**src/rtl/dbus_req_ctrl.sv**
```systemverilog
// rtl/dbus_req_ctrl.sv - MEM-stage data-bus request controller for an SRAM-like req/addr_ok/data_ok bus
module dbus_req_ctrl #(
    parameter int ADDR_W = 32,
    parameter int DATA_W = 32,
    parameter int CNT_W  = 32
) (
    input  logic                clk,
    input  logic                resetn,
    input  logic                dreq_valid,
    input  logic                dreq_write,
    input  logic [1:0]          dreq_size,
    input  logic [ADDR_W-1:0]   dreq_addr,
    input  logic [DATA_W/8-1:0] dreq_strobe,
    input  logic [DATA_W-1:0]   dreq_wdata,
    input  logic                dreq_flush,
    output logic                d_data_ok,
    output logic [DATA_W-1:0]   dresp_rdata,
    output logic                data_req,
    output logic                data_wr,
    output logic [1:0]          data_size,
    output logic [ADDR_W-1:0]   data_addr,
    output logic [DATA_W/8-1:0] data_wstrb,
    output logic [DATA_W-1:0]   data_wdata,
    input  logic                data_addr_ok,
    input  logic                data_data_ok,
    input  logic [DATA_W-1:0]   data_rdata,
    output logic [CNT_W-1:0]    stall_cycles
);

    typedef enum logic [1:0] {IDLE, ADDR, DATA, DONE} state_e;

    state_e                state_q, state_d;
    logic                  discard_q, discard_d;
    logic                  wr_q, wr_d;
    logic [1:0]            size_q, size_d;
    logic [ADDR_W-1:0]     addr_q, addr_d;
    logic [DATA_W/8-1:0]   strb_q, strb_d;
    logic [DATA_W-1:0]     wdata_q, wdata_d;
    logic [DATA_W-1:0]     rdata_q, rdata_d;
    logic [CNT_W-1:0]      stall_q, stall_d;

    always_ff @(posedge clk or negedge resetn) begin
        if (!resetn) begin
            state_q   <= IDLE;
            discard_q <= 1'b0;
            wr_q      <= 1'b0;
            size_q    <= '0;
            addr_q    <= '0;
            strb_q    <= '0;
            wdata_q   <= '0;
            rdata_q   <= '0;
            stall_q   <= '0;
        end else begin
            state_q   <= state_d;
            discard_q <= discard_d;
            wr_q      <= wr_d;
            size_q    <= size_d;
            addr_q    <= addr_d;
            strb_q    <= strb_d;
            wdata_q   <= wdata_d;
            rdata_q   <= rdata_d;
            stall_q   <= stall_d;
        end
    end

    always_comb begin
        state_d   = state_q;
        discard_d = discard_q;
        wr_d      = wr_q;
        size_d    = size_q;
        addr_d    = addr_q;
        strb_d    = strb_q;
        wdata_d   = wdata_q;
        rdata_d   = rdata_q;
        data_req  = 1'b0;
        d_data_ok = 1'b0;
        case (state_q)
            IDLE: begin
                d_data_ok = ~dreq_valid;
                if (dreq_valid && !dreq_flush) begin
                    wr_d    = dreq_write;
                    size_d  = dreq_size;
                    addr_d  = dreq_addr;
                    strb_d  = dreq_strobe;
                    wdata_d = dreq_wdata;
                    state_d = ADDR;
                end
            end
            ADDR: begin
                // A flush cannot withdraw req; the transaction runs to completion and is dropped.
                data_req = 1'b1;
                if (dreq_flush) discard_d = 1'b1;
                if (data_addr_ok) begin
                    if (data_data_ok) begin
                        rdata_d = data_rdata;
                        state_d = DONE;
                    end else begin
                        state_d = DATA;
                    end
                end
            end
            DATA: begin
                if (dreq_flush) discard_d = 1'b1;
                if (data_data_ok) begin
                    rdata_d = data_rdata;
                    state_d = DONE;
                end
            end
            DONE: begin
                d_data_ok = discard_q ? ~dreq_valid : 1'b1;
                discard_d = 1'b0;
                state_d   = IDLE;
            end
            default: state_d = IDLE;
        endcase
        stall_d = stall_q + {{(CNT_W-1){1'b0}}, ~d_data_ok};
    end

    assign data_wr      = wr_q;
    assign data_size    = size_q;
    assign data_addr    = addr_q;
    assign data_wstrb   = strb_q;
    assign data_wdata   = wdata_q;
    assign dresp_rdata  = rdata_q;
    assign stall_cycles = stall_q;

endmodule

```
**config.mk**
```make
export PLATFORM = sky130hd
export DESIGN_NAME = dbus_req_ctrl
export DESIGN_NICKNAME = d
export VERILOG_FILES = /design/src/rtl/dbus_req_ctrl.sv
export SDC_FILE = /design/constraint.sdc
export NUM_CORES = 1
export LEC_CHECK = 0
export BUFFER_PORTS_ARGS = -buffer_cell sky130_fd_sc_hd__buf_2
export CORE_MARGIN = 3
export CORE_UTILIZATION = 30
export CTS_CLUSTER_DIAMETER = 40
export DETAILED_ROUTE_END_ITERATION = 6
export HOLD_SLACK_MARGIN = 0.12
export PLACE_DENSITY_LB_ADDON = 0.12
export SKIP_LAST_GASP = 1
export SLEW_MARGIN = 20
export SYNTH_ARGS = -nofsm -noshare
export SYNTH_HDL_FRONTEND = slang
export SYNTH_SLANG_ARGS = --single-unit
```
**constraint.sdc**
```tcl
create_clock -name clk -period 1.93 [get_ports clk]
set_input_delay 0.386 -clock clk [delete_from_list [all_inputs] [get_ports clk]]
set_output_delay 0.386 -clock clk [all_outputs]
set_load 0.01 [all_outputs]
```
==> metrics.cfg <==
[setup_path]
crit_path_start_kind=flip-flop
crit_required_ps=2260
cp_top_family=simple AND/OR/NAND/NOR gates
critPathCaptureType=flip-flop
cp_common_cell=ha_4
crit_arrival_ps=2420
cp_max_fo=4
critPathKind=reg2reg
cp.buffers_inverters=0
slowest_stage=dfrtp_1
cp_slowest_stage_delay_ps=400
path_cells=ha_2 > o21bai_1 > nand2_1 > nand2_2 > ha_4 > ha_4 > and4_4 > nand4_1 > nor3_2 > xor2_1

[route]
dr_wl_met3_um=1480
drtAntennaViolNets=0
met1_length_um=5740
route.met2.wl_um=7680
drt-initial-drc-count=105
vias_per_cell=4.56
drtPass1Iterations=4
vias=4069
post_drt_wl_per_cell_um=16.8
route.detailed.drc=0
routed_wl_um=15000
routed.top_layer=met5

[timing]
worst_pin_slew_ps=421
fin_crit_sh_pct=108
slew_headroom_pct=71.8
fmax_mhz=478
setup_slack_ps=-160
rsz0062_at_grt=true
fin_skew_ps=7.38
hold_violations=0
min_period_ps=2090
report.final.slew_viol_count=0
setup_viol=23

[logic_synthesis]
ys_types=31
yosysWarnings=0
synth.net_count=488
yosysSeqAreaShare_pct=63.0
ys_ff_latch=138
syn_inst=372
netlist_area_um2=5480
syn_area_per_cell_um2=14.7

[finish]
fill_cells=1654
syn_to_final_growth_pct=48.1
mostFrequentLayoutCells=buf_2 (243), dfrtp_1 (138), mux2_2 (79), mux2_4 (24), buf_4 (20)
final_nets=772
final_common_cell=buf_2
diodes=0
final_util_pct=46.1
drive_above_1_share_pct=66.2

[grt]
grt-ovfl-total=0
first_global_vias=4326
grt_max_degree=47
grtUsageTotal_pct=14.5
antenna_found_initial=1
grt_pass1_wl_um=22500

[outcome]
status=complete, but fails checks
failed_checks=negative setup slack

[floorplanning]
die_area_um2=19900
die_height_um=141
start_util_pct=31.1
die_width_um=141
io-pin-count=246
rows=48
core_region_area_um2=17600

[clock_tree]
htreeDepth=4
clockBufferDepth=2
cts_tree=yes
clkTransAtPathRegs_ps=60
cts.sinks=138
clock_latency_ps=410
root_buffer=clkbuf_16
cts_buffers=17

[power_and_ir_drop]
powerDensity_nw_per_um2=1620
power_mw=13.2
p_int_mw=8.98
sw_frac_of_total_pct=31.9
pwr-share-comb_pct=38.9
ir_worst_vdd_v=0.000827
power.share.clock_pct=24.6
p_seq_share_pct=36.5
power_leakage_nw=4.08
switchingPower_mw=4.20

[run]
cap_violations=0

[placement]
portBuffers=245
routabilityCongestion=0.733
dp_hpwl_um=10800

[worst_hold_path]
hp-class=in2reg

power groups by stage:
stage               combinational [mW]  sequential, mW  clock (mW)
finish                            5.13            4.81        3.24
global route                      5.58            4.99        3.46
CTS                               4.67            4.81        3.34
detailed placement                4.57            4.82           0
global placement                  4.49            4.80           0
floorplan                         1.86            5.35           0
per-stage QoR:
step                      area [µm²]  hold slack [ps]  setup TNS (ps)  worst slack (ps)  instances
after global routing            8120              174           -6020              -247        893
final                           8120              201           -1350              -160        893
after floorplan                 5530             90.4            -207              -113        372
after global placement          7200              330           -1260              -195        850
after CTS                       7880              179            -799              -134        886
after detailed placement        7200              337           -2550              -282        850
flip-flops by register name, indices dropped and copies added, names as in the netlist, 2 cells and up:
register and count:
data_size 2, dresp_rdata 32, data_wstrb 4, data_addr 32
stall_cycles 32, state_q 2, data_wdata 32
worst register-to-register path, cell delays in order, from the launching register on:
cell      delay [ps]
dfrtp_1          400
ha_2             220
o21bai_1         150
nand2_1           80
nand2_2           80
ha_4             150
ha_4             130
and4_4           230
nand4_1          210
nor3_2           190
xor2_1           170
logic make-up after synthesis:
logic type	after synthesis	share of synthesized area (%)
mux	103	21.2
compound gates	7	0.845
buf+inv	20	1.55
flops	138	63.0
simple gates	67	7.01
fa+ha+maj	7	1.60
xor+xnor	30	4.80
layout make-up:
class                      instances  area [µm²]  share of cell area (%)
tap                              225         282                    3.47
timing repair buffer             276        1570                    19.4
clock inverter                    12         150                    1.85
clock buffer                      19         433                    5.33
sequential                       138        3450                    42.6
multi-input combinational        215        2190                    27.0
inverter                           8        32.5                   0.401
cells in the mapped netlist:
cell type	count	share of area [%]
o21ai_0	3	0.27
and3_2	1	0.14
a221oi_1	1	0.16
nand4_1	8	0.91
xor2_1	11	1.8
nand3_1	13	1.2
nand3b_1	2	0.27
o21bai_1	1	0.14
buf_2	8	0.73
mux2_2	103	21
nand3_2	1	0.18
and3_1	2	0.23
nand2b_1	2	0.23
nor2_1	3	0.21
inv_1	8	0.55
and4_1	5	0.80
a211oi_1	1	0.14
dfrtp_1	138	63
and2_1	1	0.11
nor3_1	8	0.73
ha_1	7	1.6
or2_2	1	0.11
xnor2_1	19	3.0
nand4b_1	1	0.16
nor2b_1	1	0.11
nor4_2	1	0.23
clkbuf_1	4	0.27
or4_4	1	0.21
a22oi_1	1	0.14
nor4_1	2	0.23
nand2_1	14	0.96
layer usage:
metal | vias to the layer above | GRT usage (%)
met5 | - | 0
met4 | 2 | 4.13
met3 | 7 | 7.63
met2 | 148 | 24.6
met1 | 2030 | 15.8
li1 | 1882 | -
timing repair:
action / in CTS / in global routing
pin swaps: 7 / 10
endpoints found under the hold margin: 36 / 0
gates cloned: 0 / 4
hold buffers: 1 / 0
buffers inserted: 4 / 4
gates resized for setup: 10 / 45
setup endpoints to repair: 26 / 59
path summary, 6_finish.rpt:
| kind | from | slack, ps | to | cells after the start |
|---|---|---|---|---|
| max | state_q[0] | -160 | stall_cycles[26] | 10 |
| min | data_rdata[17] | 200 | dresp_rdata[17] | 2 |
| max reg2reg | state_q[0] | -160 | stall_cycles[26] | 10 |
| min reg2reg | discard_q | 460 | discard_q | 2 |
| max in group asynchronous | resetn | 880 | dresp_rdata[6] | 3 |
| min in group asynchronous | resetn | 460 | dresp_rdata[16] | 2 |
Power figures use the tool's default switching activity.
